===== src/rtl/hyperbus_pkg.sv =====
// Shared types and defaults for the HyperBus read-data capture path.
package hyperbus_pkg;

    typedef enum logic [2:0] {
        ST_IDLE = 3'b001,
        ST_CAPT = 3'b010,
        ST_DONE = 3'b100
    } cap_state_t;

    localparam logic [1:0] RWDS_STROBE = 2'b01;

    localparam int DEF_WIDTH      = 8;
    localparam int DEF_FIFO_DEPTH = 8;
    localparam int DEF_LEN_W      = 4;
    localparam int DEF_TIMEOUT    = 15;

endpackage


===== src/rtl/hyperbus_rfifo.sv =====
// Synchronous word FIFO; head entry is read straight from the register array.
module hyperbus_rfifo #(
    parameter int DATA_W = 32,
    parameter int DEPTH  = 8
) (
    input  logic                       clk,
    input  logic                       rst,
    input  logic                       push,
    input  logic                       pop,
    input  logic [DATA_W-1:0]          din,
    output logic [DATA_W-1:0]          dout,
    output logic                       full,
    output logic                       empty,
    output logic [$clog2(DEPTH):0]     count
);

    localparam int AW = $clog2(DEPTH);
    localparam logic [AW:0] FULL_CNT = (AW+1)'(DEPTH);

    logic [DATA_W-1:0] mem [DEPTH];
    logic [AW-1:0]     wr_ptr, rd_ptr;
    logic              do_push, do_pop;

    assign empty   = (count == '0);
    assign full    = (count == FULL_CNT);
    assign do_pop  = pop && !empty;
    // A full FIFO still takes a word when the head leaves in the same cycle.
    assign do_push = push && (!full || do_pop);
    assign dout    = mem[rd_ptr];

    always_ff @(posedge clk or posedge rst) begin
        if (rst) begin
            wr_ptr <= '0;
            rd_ptr <= '0;
            count  <= '0;
            for (int i = 0; i < DEPTH; i++) mem[i] <= '0;
        end else begin
            if (do_push) begin
                mem[wr_ptr] <= din;
                wr_ptr      <= wr_ptr + 1'b1;
            end
            if (do_pop) rd_ptr <= rd_ptr + 1'b1;
            case ({do_push, do_pop})
                2'b10:   count <= count + 1'b1;
                2'b01:   count <= count - 1'b1;
                default: count <= count;
            endcase
        end
    end

endmodule


===== src/rtl/hyperbus_rdcap.sv =====
// Read-data capture: qualifies DDR beats by RWDS, packs beat pairs into words
// and streams them out through a small FIFO, with timeout/overflow tracking.
module hyperbus_rdcap
    import hyperbus_pkg::*;
#(
    parameter int WIDTH      = DEF_WIDTH,
    parameter int FIFO_DEPTH = DEF_FIFO_DEPTH,
    parameter int LEN_W      = DEF_LEN_W,
    parameter int TIMEOUT    = DEF_TIMEOUT
) (
    input  logic               clk90,
    input  logic               rst,
    input  logic               start,
    input  logic [LEN_W-1:0]   burst_len,
    input  logic               abort,
    input  logic [2*WIDTH-1:0] ddr_dat,
    input  logic [1:0]         ddr_rwds,
    output logic [4*WIDTH-1:0] m_dat,
    output logic               m_valid,
    input  logic               m_ready,
    output logic               busy,
    output logic               done,
    output logic               timeout_err,
    output logic               overflow
);

    localparam int TW = $clog2(TIMEOUT + 1);

    cap_state_t                 state;
    logic [LEN_W-1:0]           word_cnt;
    logic [TW-1:0]              tmo_cnt;
    logic                       half;
    logic [2*WIDTH-1:0]         hold;

    logic                       qual, push, pop, drop;
    logic                       fifo_full, fifo_empty;
    logic [$clog2(FIFO_DEPTH):0] fifo_count;
    logic                       unused_count;

    assign qual         = (ddr_rwds == RWDS_STROBE);
    assign push         = (state == ST_CAPT) && !abort && qual && half;
    assign pop          = m_ready && !fifo_empty;
    assign drop         = push && fifo_full && !pop;
    assign m_valid      = !fifo_empty;
    assign unused_count = ^fifo_count;

    hyperbus_rfifo #(
        .DATA_W (4*WIDTH),
        .DEPTH  (FIFO_DEPTH)
    ) u_fifo (
        .clk   (clk90),
        .rst   (rst),
        .push  (push),
        .pop   (pop),
        .din   ({hold, ddr_dat}),
        .dout  (m_dat),
        .full  (fifo_full),
        .empty (fifo_empty),
        .count (fifo_count)
    );

    always_ff @(posedge clk90 or posedge rst) begin
        if (rst) begin
            state       <= ST_IDLE;
            word_cnt    <= '0;
            tmo_cnt     <= '0;
            half        <= 1'b0;
            hold        <= '0;
            busy        <= 1'b0;
            done        <= 1'b0;
            timeout_err <= 1'b0;
            overflow    <= 1'b0;
        end else begin
            done <= 1'b0;
            case (state)
                ST_IDLE: begin
                    if (start) begin
                        word_cnt    <= burst_len;
                        tmo_cnt     <= TW'(TIMEOUT);
                        half        <= 1'b0;
                        timeout_err <= 1'b0;
                        overflow    <= 1'b0;
                        busy        <= 1'b1;
                        state       <= ST_CAPT;
                    end
                end
                ST_CAPT: begin
                    if (drop) overflow <= 1'b1;
                    // Abort wins over a beat arriving in the same cycle.
                    if (abort) begin
                        half  <= 1'b0;
                        done  <= 1'b1;
                        state <= ST_DONE;
                    end else if (qual) begin
                        tmo_cnt <= TW'(TIMEOUT);
                        if (!half) begin
                            hold <= ddr_dat;
                            half <= 1'b1;
                        end else begin
                            half     <= 1'b0;
                            word_cnt <= word_cnt - 1'b1;
                            if (word_cnt == '0) begin
                                done  <= 1'b1;
                                state <= ST_DONE;
                            end
                        end
                    end else if (tmo_cnt <= TW'(1)) begin
                        tmo_cnt     <= '0;
                        timeout_err <= 1'b1;
                        done        <= 1'b1;
                        state       <= ST_DONE;
                    end else begin
                        tmo_cnt <= tmo_cnt - 1'b1;
                    end
                end
                ST_DONE: begin
                    busy  <= 1'b0;
                    state <= ST_IDLE;
                end
                default: begin
                    busy  <= 1'b0;
                    state <= ST_IDLE;
                end
            endcase
        end
    end

endmodule

===== config.mk =====
export PLATFORM = sky130hd
export DESIGN_NAME = hyperbus_rdcap
export DESIGN_NICKNAME = d
export VERILOG_FILES = /design/src/rtl/hyperbus_pkg.sv /design/src/rtl/hyperbus_rfifo.sv /design/src/rtl/hyperbus_rdcap.sv
export SDC_FILE = /design/constraint.sdc
export NUM_CORES = 1
export LEC_CHECK = 0
export ABC_AREA = 1
export CAP_MARGIN = 20
export CORE_MARGIN = 10
export CORE_UTILIZATION = 55
export CTS_CLUSTER_DIAMETER = 200
export CTS_CLUSTER_SIZE = 16
export DETAILED_ROUTE_END_ITERATION = 7
export MAX_ROUTING_LAYER = met4
export PLACE_DENSITY = 0.87
export SLEW_MARGIN = 15
export SYNTH_ARGS = -nofsm -noshare
export SYNTH_HDL_FRONTEND = slang
export SYNTH_SLANG_ARGS = --single-unit

===== constraint.sdc =====
create_clock -name clk90 -period 9.7 [get_ports clk90]
set_input_delay 1.94 -clock clk90 [delete_from_list [all_inputs] [get_ports clk90]]
set_output_delay 1.94 -clock clk90 [all_outputs]
set_load 0.005 [all_outputs]

==> flow_summary_export.csv, run 1 <==
group,metric,value,unit
run_status,status,"completed",
sta,skew,0.0143,ns
logic_synthesis,synth_edf_count,0,
min_path,holdCritPathClass,"flip-flop to flip-flop",
placement,hpwl,18400,µm
placement,portBuffers,63,
logic_synthesis,syn-cell-area,13700,µm²
min_path,holdPathStages,2,
final_layout,final_common_cell,"nand2_1",
logic_synthesis,ys_ff_latch,298,
logic_synthesis,syn_area_per_cell,8.29,µm²
routing,num_vias,11300,
logic_synthesis,synth_cells,1650,
sta,max_freq,190,MHz
final_layout,finalInstanceArea,14900,µm²
global_routing,grt_pass1_wl,54900,µm
clock_network,cts_made_buffers,22,
flow_run,cap_violations,0,
setup_path,worst_path_dominant_cell_family,"buffers and inverters",
logic_synthesis,syn_nets,1685,
placement,post_dp_cell_area,14200,µm²
sta,rsz0062_at_grt,"no",
clock_network,cts_buffer_depth,3,
clock_network,cts_setup_buffers,0,
clock_network,root_buffer,"clkbuf_16",
routing,viasPerCell,5.71,
setup_path,worst_setup_path_start_kind,"flip-flop",
setup_path,crit_arrival,3.32,ns
power,seqPwrFrac,38.5,%
power,vdd.ir_drop.worst,0.224,mV
setup_path,cp_cell_sequence,"buf_4, o21ai_0, o21ai_0, nand2_1, nand2_1, clkdlybuf4s50_1",
power,swShare,37.9,%
clock_network,path_clk_slew,0.07,ns
sta,worst_pin_slew,0.925,ns
global_routing,grt_max_degree,177,
global_routing,grt_usage,21.4,%
clock_network,hold_buffers,0,
routing,ant_nets,0,
setup_path,r2r_start,"u_fifo.count[0]",
clock_network,h-tree-depth,1,
routing,drt_iter0_markers,1098,
power,intPower,2.29,mW
global_routing,gr-total-overflow,0,
setup_path,slowest_stage,"buf_4",
setup_path,cp_num_cells,6,
clock_network,ctsResizeCount,0,
final_layout,stdcell_count,1977,
die,fp-row-count,57,
die,die_height,178,µm
logic_synthesis,yosysWarnings,0,
global_routing,grt_pass1_vias,10900,
clock_network,worst_skew_pair.late_latency,0.52,ns
final_layout,most-common-layout-cells,"436 x nand2_1, 295 x dfrtp_1, 269 x o21ai_1",
logic_synthesis,ys_async_sr_fraction,100,%
min_path,hold_end,"word_cnt[1]",
final_layout,final_util,60.9,%
final_layout,n_antenna_cell,0,
routing,drc,0,
die,ioPinCount,64,
routing,wl_per_cell,16.6,µm
power,p_comb_share,38.6,%
sta,period_minus_slack,5.26,ns
power,clkPwrFrac,22.9,%
final_layout,fillers,2048,
setup_path,cp_max_fo,89,
routing,firstDrtPassIters,5,
sta,fin_crit_sh,54.2,%
final_layout,synthToLayoutAreaGrowth,8.63,%
setup_path,end_kind,"output pin",
routing,wirelength,32900,µm
setup_path,cp.required,7.76,ns
die,start_util,56.1,%
logic_synthesis,seq_area_frac_synth,54.6,%
clock_network,tritoncts,"yes",
die,die-area,31600,µm²
sta,slew_viol_final,0,
sta,slew_headroom,38.3,%
die,dieWidth,178,µm
placement,place_ws,4.89,ns
sta,final.setup.tns,0,ns
sta,finalSetupViolations,0,
placement,gp_congestion,0.805,
sta,hold_viol_final,0,
min_path,min_from,"word_cnt[1]",
final_layout,drive_gt1_share,3.75,%
die,design.core.area,24400,µm²
placement,placedCellCount,1945,
sta,worst_slack,4.44,ns
setup_path,r2r_end,"u_fifo.count[2]",
power,p_sw,1.39,mW
clock_network,clock_sinks,298,
logic_synthesis,ys.flop_type,"dfrtp_1",
setup_path,r2r_setup_slack,6.66,ns
setup_path,crit_path_max_incr_delay,0.80,ns
power,p_leak,6.83,nW
final_layout,final_nets,1681,
setup_path,critPathBufInv,2,
power,power.density,248,nW/µm²
global_routing,antenna_found_initial,0,
setup_path,r2r_cells,10,
setup_path,crit_type,"flip-flop to output pin",
logic_synthesis,ys_types,31,
cell type report:
| cell class | instances | area [µm²] | area share (%) |
|---|---|---|---|
| Clock buffer | 30 | 602 | 4.05 |
| Clock inverter | 1 | 8.76 | 0.0590 |
| Inverter | 65 | 249 | 1.68 |
| Multi-Input combinational cell | 1185 | 5360 | 36.1 |
| Sequential cell | 298 | 7470 | 50.3 |
| Tap cell | 324 | 405 | 2.73 |
| Timing Repair Buffer | 74 | 766 | 5.16 |
synthesized netlist by cell type (2+ instances only):
cell	count	area share (%)
a21oi_1	3	0.11
buf_1	9	0.25
buf_2	29	1.1
buf_6	26	2.1
clkbuf_1	38	1.0
dfrtp_1	297	54
ha_1	8	0.73
inv_1	63	1.7
nand2_1	436	12
nand3_1	11	0.40
nand3_4	8	1.0
nand4_1	4	0.18
nor2_1	220	6.0
o211ai_1	2	0.11
o21ai_0	203	7.4
o21ai_1	269	9.8
o21ai_2	7	0.45
xnor2_1	2	0.13
xor2_1	3	0.19
worst register-to-register path: stages, from the launching register on:
cell and delay [ns]:
dfrtp_1 0.44, nor2_1 0.17, nand3_1 0.63, nand2_1 0.52, ha_1 0.29, nor2_1 0.06, nor2_1 0.20, ha_1 0.19
a21oi_1 0.05, or2_2 0.30, a31oi_1 0.13
registers in the layout (all words and copies together) (netlist names):
register / flops
done: 1
u_fifo.wr_ptr: 3
half: 1
u_fifo.mem: 256
tmo_cnt: 4
hold: 16
timeout_err: 1
u_fifo.rd_ptr: 3
u_fifo.count: 4
word_cnt: 4
state: 3
overflow: 1
busy: 1
layer usage:
metal,routed length (µm),global-route usage [%],vias up,share of wire (%)
met5,0,-,-,0
met4,534,5.63,0,1.6
met3,2170,2.74,47,6.6
met2,16100,34.4,432,49
met1,14100,28.3,5443,43
li1,-,-,5368,-
power by group through the flow:
stage | Combinational, mW | Clock (mW) | Sequential (mW)
after detailed placement | 1.40 | 0 | 1.44
after global routing | 1.61 | 0.904 | 1.43
after CTS | 1.41 | 0.854 | 1.42
after floorplan | 0.905 | 0 | 1.39
final | 1.42 | 0.845 | 1.42
after global placement | 1.36 | 0 | 1.44
how the worst max path moves through the flow:
| stage | from | to |
|---|---|---|
| 3_3_place_gp | m_ready | u_fifo.count[2] |
| 6_report | u_fifo.rd_ptr[1] | m_dat[19] |
| 5_1_grt | u_fifo.rd_ptr[1] | m_dat[0] |
| 2_1_floorplan | rst | busy |
| 3_5_place_dp | m_ready | u_fifo.count[2] |
| 4_1_cts | u_fifo.rd_ptr[0] | m_dat[19] |
through the flow:
step | hold WS [ns] | total power, mW
floorplan | 0.442 | 2.29
global placement | 0.458 | 2.79
detailed placement | 0.464 | 2.83
CTS | 0.486 | 3.68
global route | 0.509 | 3.94
finish | 0.482 | 3.68
cell families after synthesis:
group           synth area share [%]
compound gates                  18.1
xor+xnor                       0.320
fa+ha+maj                      0.732
buf+inv                         6.28
flops                           54.6
simple gates                    20.1
Power figures use the tool's default switching activity.
==> inputs of run 2 (changes only) <==
--- a/config.mk
+++ b/config.mk
@@ -13,7 +13,7 @@
 export CTS_CLUSTER_SIZE = 16
 export DETAILED_ROUTE_END_ITERATION = 7
 export MAX_ROUTING_LAYER = met4
-export PLACE_DENSITY = 0.87
+export PLACE_DENSITY = 0.84
 export SLEW_MARGIN = 15
 export SYNTH_ARGS = -nofsm -noshare
 export SYNTH_HDL_FRONTEND = slang
==> constraint.sdc (replaced) <==
create_clock -name clk90 -period 5.4 [get_ports clk90]
set_input_delay 1.08 -clock clk90 [delete_from_list [all_inputs] [get_ports clk90]]
set_output_delay 1.08 -clock clk90 [all_outputs]
set_load 0.005 [all_outputs]
==> run 2 against run 1 <==
Net effect:
- highest routed layer unchanged
- largest power group unchanged
- cell count grew 0.20%
- first-iteration DRC count grew 0.46%
- final area grew 0.13%
- critical endpoint is now m_dat[10]
- total power grew 79%
- critical path depth grew 1
- clock power grew 80%
- largest cell class unchanged
- worst setup slack lost 3.6 ns
==> flow_summary_export.csv, run 2 (synthesis results as in run 1) <==
group,metric,value,unit
run_status,status,"completed",
min_path,hold_end,"u_fifo.mem[214]",
final_layout,synthToLayoutAreaGrowth,8.77,%
power,p_leak,6.84,nW
flow_run,cap_violations,0,
final_layout,largest_register_ffs,256,
global_routing,gr-total-overflow,0,
routing,num_vias,11300,
global_routing,grt_pass1_vias,10900,
final_layout,seq_area,7470,µm²
clock_network,cts_setup_buffers,0,
sta,fin_crit_sh,83.7,%
final_layout,top_regs,"u_fifo.mem: 256 flops, hold: 16 flops",
global_routing,antenna_found_initial,0,
routing,ant_nets,0,
routing,firstDrtPassIters,8,
setup_path,r2r_start,"u_fifo.count[0]",
setup_path,slowest_stage,"dfrtp_4",
clock_network,worst_skew_pair.late_latency,0.52,ns
placement,gp_congestion,0.825,
sta,worst_slack,0.882,ns
clock_network,clock_sinks,298,
final_layout,fillers,2073,
global_routing,grt_pass1_wl,54500,µm
setup_path,worst_setup_path_start_kind,"flip-flop",
setup_path,cp_max_fo,43,
placement,portBuffers,63,
sta,max_freq,221,MHz
die,start_util,56.1,%
sta,hold_viol_final,0,
routing,drt_iter0_markers,1103,
sta,slew_viol_final,0,
power,vdd.ir_drop.worst,0.366,mV
global_routing,grt_usage,21.4,%
placement,placedCellCount,1947,
final_layout,final_nets,1684,
routing,wirelength,33000,µm
clock_network,ctsResizeCount,0,
final_layout,final_util,61.0,%
clock_network,cts_made_buffers,22,
clock_network,path_clk_slew,0.07,ns
final_layout,stdcell_count,1981,
min_path,holdCritPathClass,"flip-flop to flip-flop",
setup_path,crit_type,"flip-flop to output pin",
final_layout,n_antenna_cell,0,
clock_network,hold_buffers,0,
sta,skew,0.0111,ns
setup_path,crit_arrival,3.44,ns
sta,finalSetupViolations,0,
setup_path,end_kind,"output pin",
die,design.core.area,24400,µm²
clock_network,root_buffer,"clkbuf_16",
routing,wl_per_cell,16.7,µm
setup_path,worst_path_dominant_cell_family,"buffers and inverters",
final_layout,final_common_cell,"nand2_1",
setup_path,r2r_end,"u_fifo.count[2]",
final_layout,multi_input_area,5360,µm²
clock_network,cts_buffer_depth,3,
setup_path,cp_cell_sequence,"clkinv_2, buf_4, o21ai_0, o21ai_0, nand2_1, nand2_1, clkdlybuf4s50_1",
clock_network,tritoncts,"yes",
sta,fin_hold_ws,0.484,ns
routing,drc,0,
placement,post_dp_cell_area,14200,µm²
sta,worst_pin_slew,0.966,ns
sta,period_minus_slack,4.52,ns
final_layout,finalInstanceArea,14900,µm²
sta,final.setup.tns,0,ns
setup_path,cp.required,4.32,ns
power,power.density,445,nW/µm²
final_layout,most-common-layout-cells,"436 x nand2_1, 295 x dfrtp_1, 269 x o21ai_1",
placement,hpwl,18600,µm
global_routing,grt_max_degree,117,
min_path,min_from,"u_fifo.mem[214]",
setup_path,r2r_cells,10,
setup_path,r2r_setup_slack,2.40,ns
die,ioPinCount,64,
sta,slew_headroom,35.6,%
final_layout,max_flop_register,"u_fifo.mem",
routing,viasPerCell,5.71,
min_path,holdPathStages,2,
die,dieWidth,178,µm
final_layout,drive_gt1_share,3.92,%
die,die_height,178,µm
die,fp-row-count,57,
power,finalPower,6.61,mW
sta,rsz0062_at_grt,"no",
clock_network,h-tree-depth,1,
setup_path,crit_path_max_incr_delay,0.76,ns
placement,place_ws,1.42,ns
setup_path,critPathBufInv,3,
die,die-area,31600,µm²
## run 2: cell types whose count changed in the layout (fill, tap and decap cells not counted), sizes merged
cell and change:
buf +3, clkbuf +1
## run 2: worst max path at each step
stage                     cells past startpoint               to  slack, ns              from
final                                         7        m_dat[10]       0.88  u_fifo.rd_ptr[0]
after global routing                          7        m_dat[28]       0.75  u_fifo.rd_ptr[0]
after CTS                                     7        m_dat[10]       0.94  u_fifo.rd_ptr[0]
after detailed placement                     11  u_fifo.count[2]       1.42           m_ready
after global placement                       11  u_fifo.count[2]       1.54           m_ready
after floorplan                               1             busy       0.36               rst
## run 2: power breakdown
group          switching (mW)  leakage [nW]  internal (mW)
sequential              0.262          4.10           2.38
combinational            1.51          2.44          0.946
clock                   0.747         0.297          0.776
## run 2: worst min-delay path: cells and delay by family (launching register included)
family	cells	cell delay, ns
compound gates	1	0.05
flops	1	0.34
simple gates	1	0.06
## run 2: metal layers
layer	part of all wire [%]	track usage [%]	up-vias	wire length, µm
met5	0	-	-	0
met4	2.3	6.53	0	765
met3	6.3	2.46	58	2090
met2	49	35.4	411	16100
met1	42	27.2	5469	14000
li1	-	-	5366	-
## run 2: cell type report
type	count	share of cell area (%)
Timing Repair Buffer	77	5.25
Clock buffer	31	4.07
Clock inverter	1	0.0589
Multi-Input combinational cell	1185	36.0
Sequential cell	298	50.2
Inverter	65	1.67
Tap cell	324	2.73
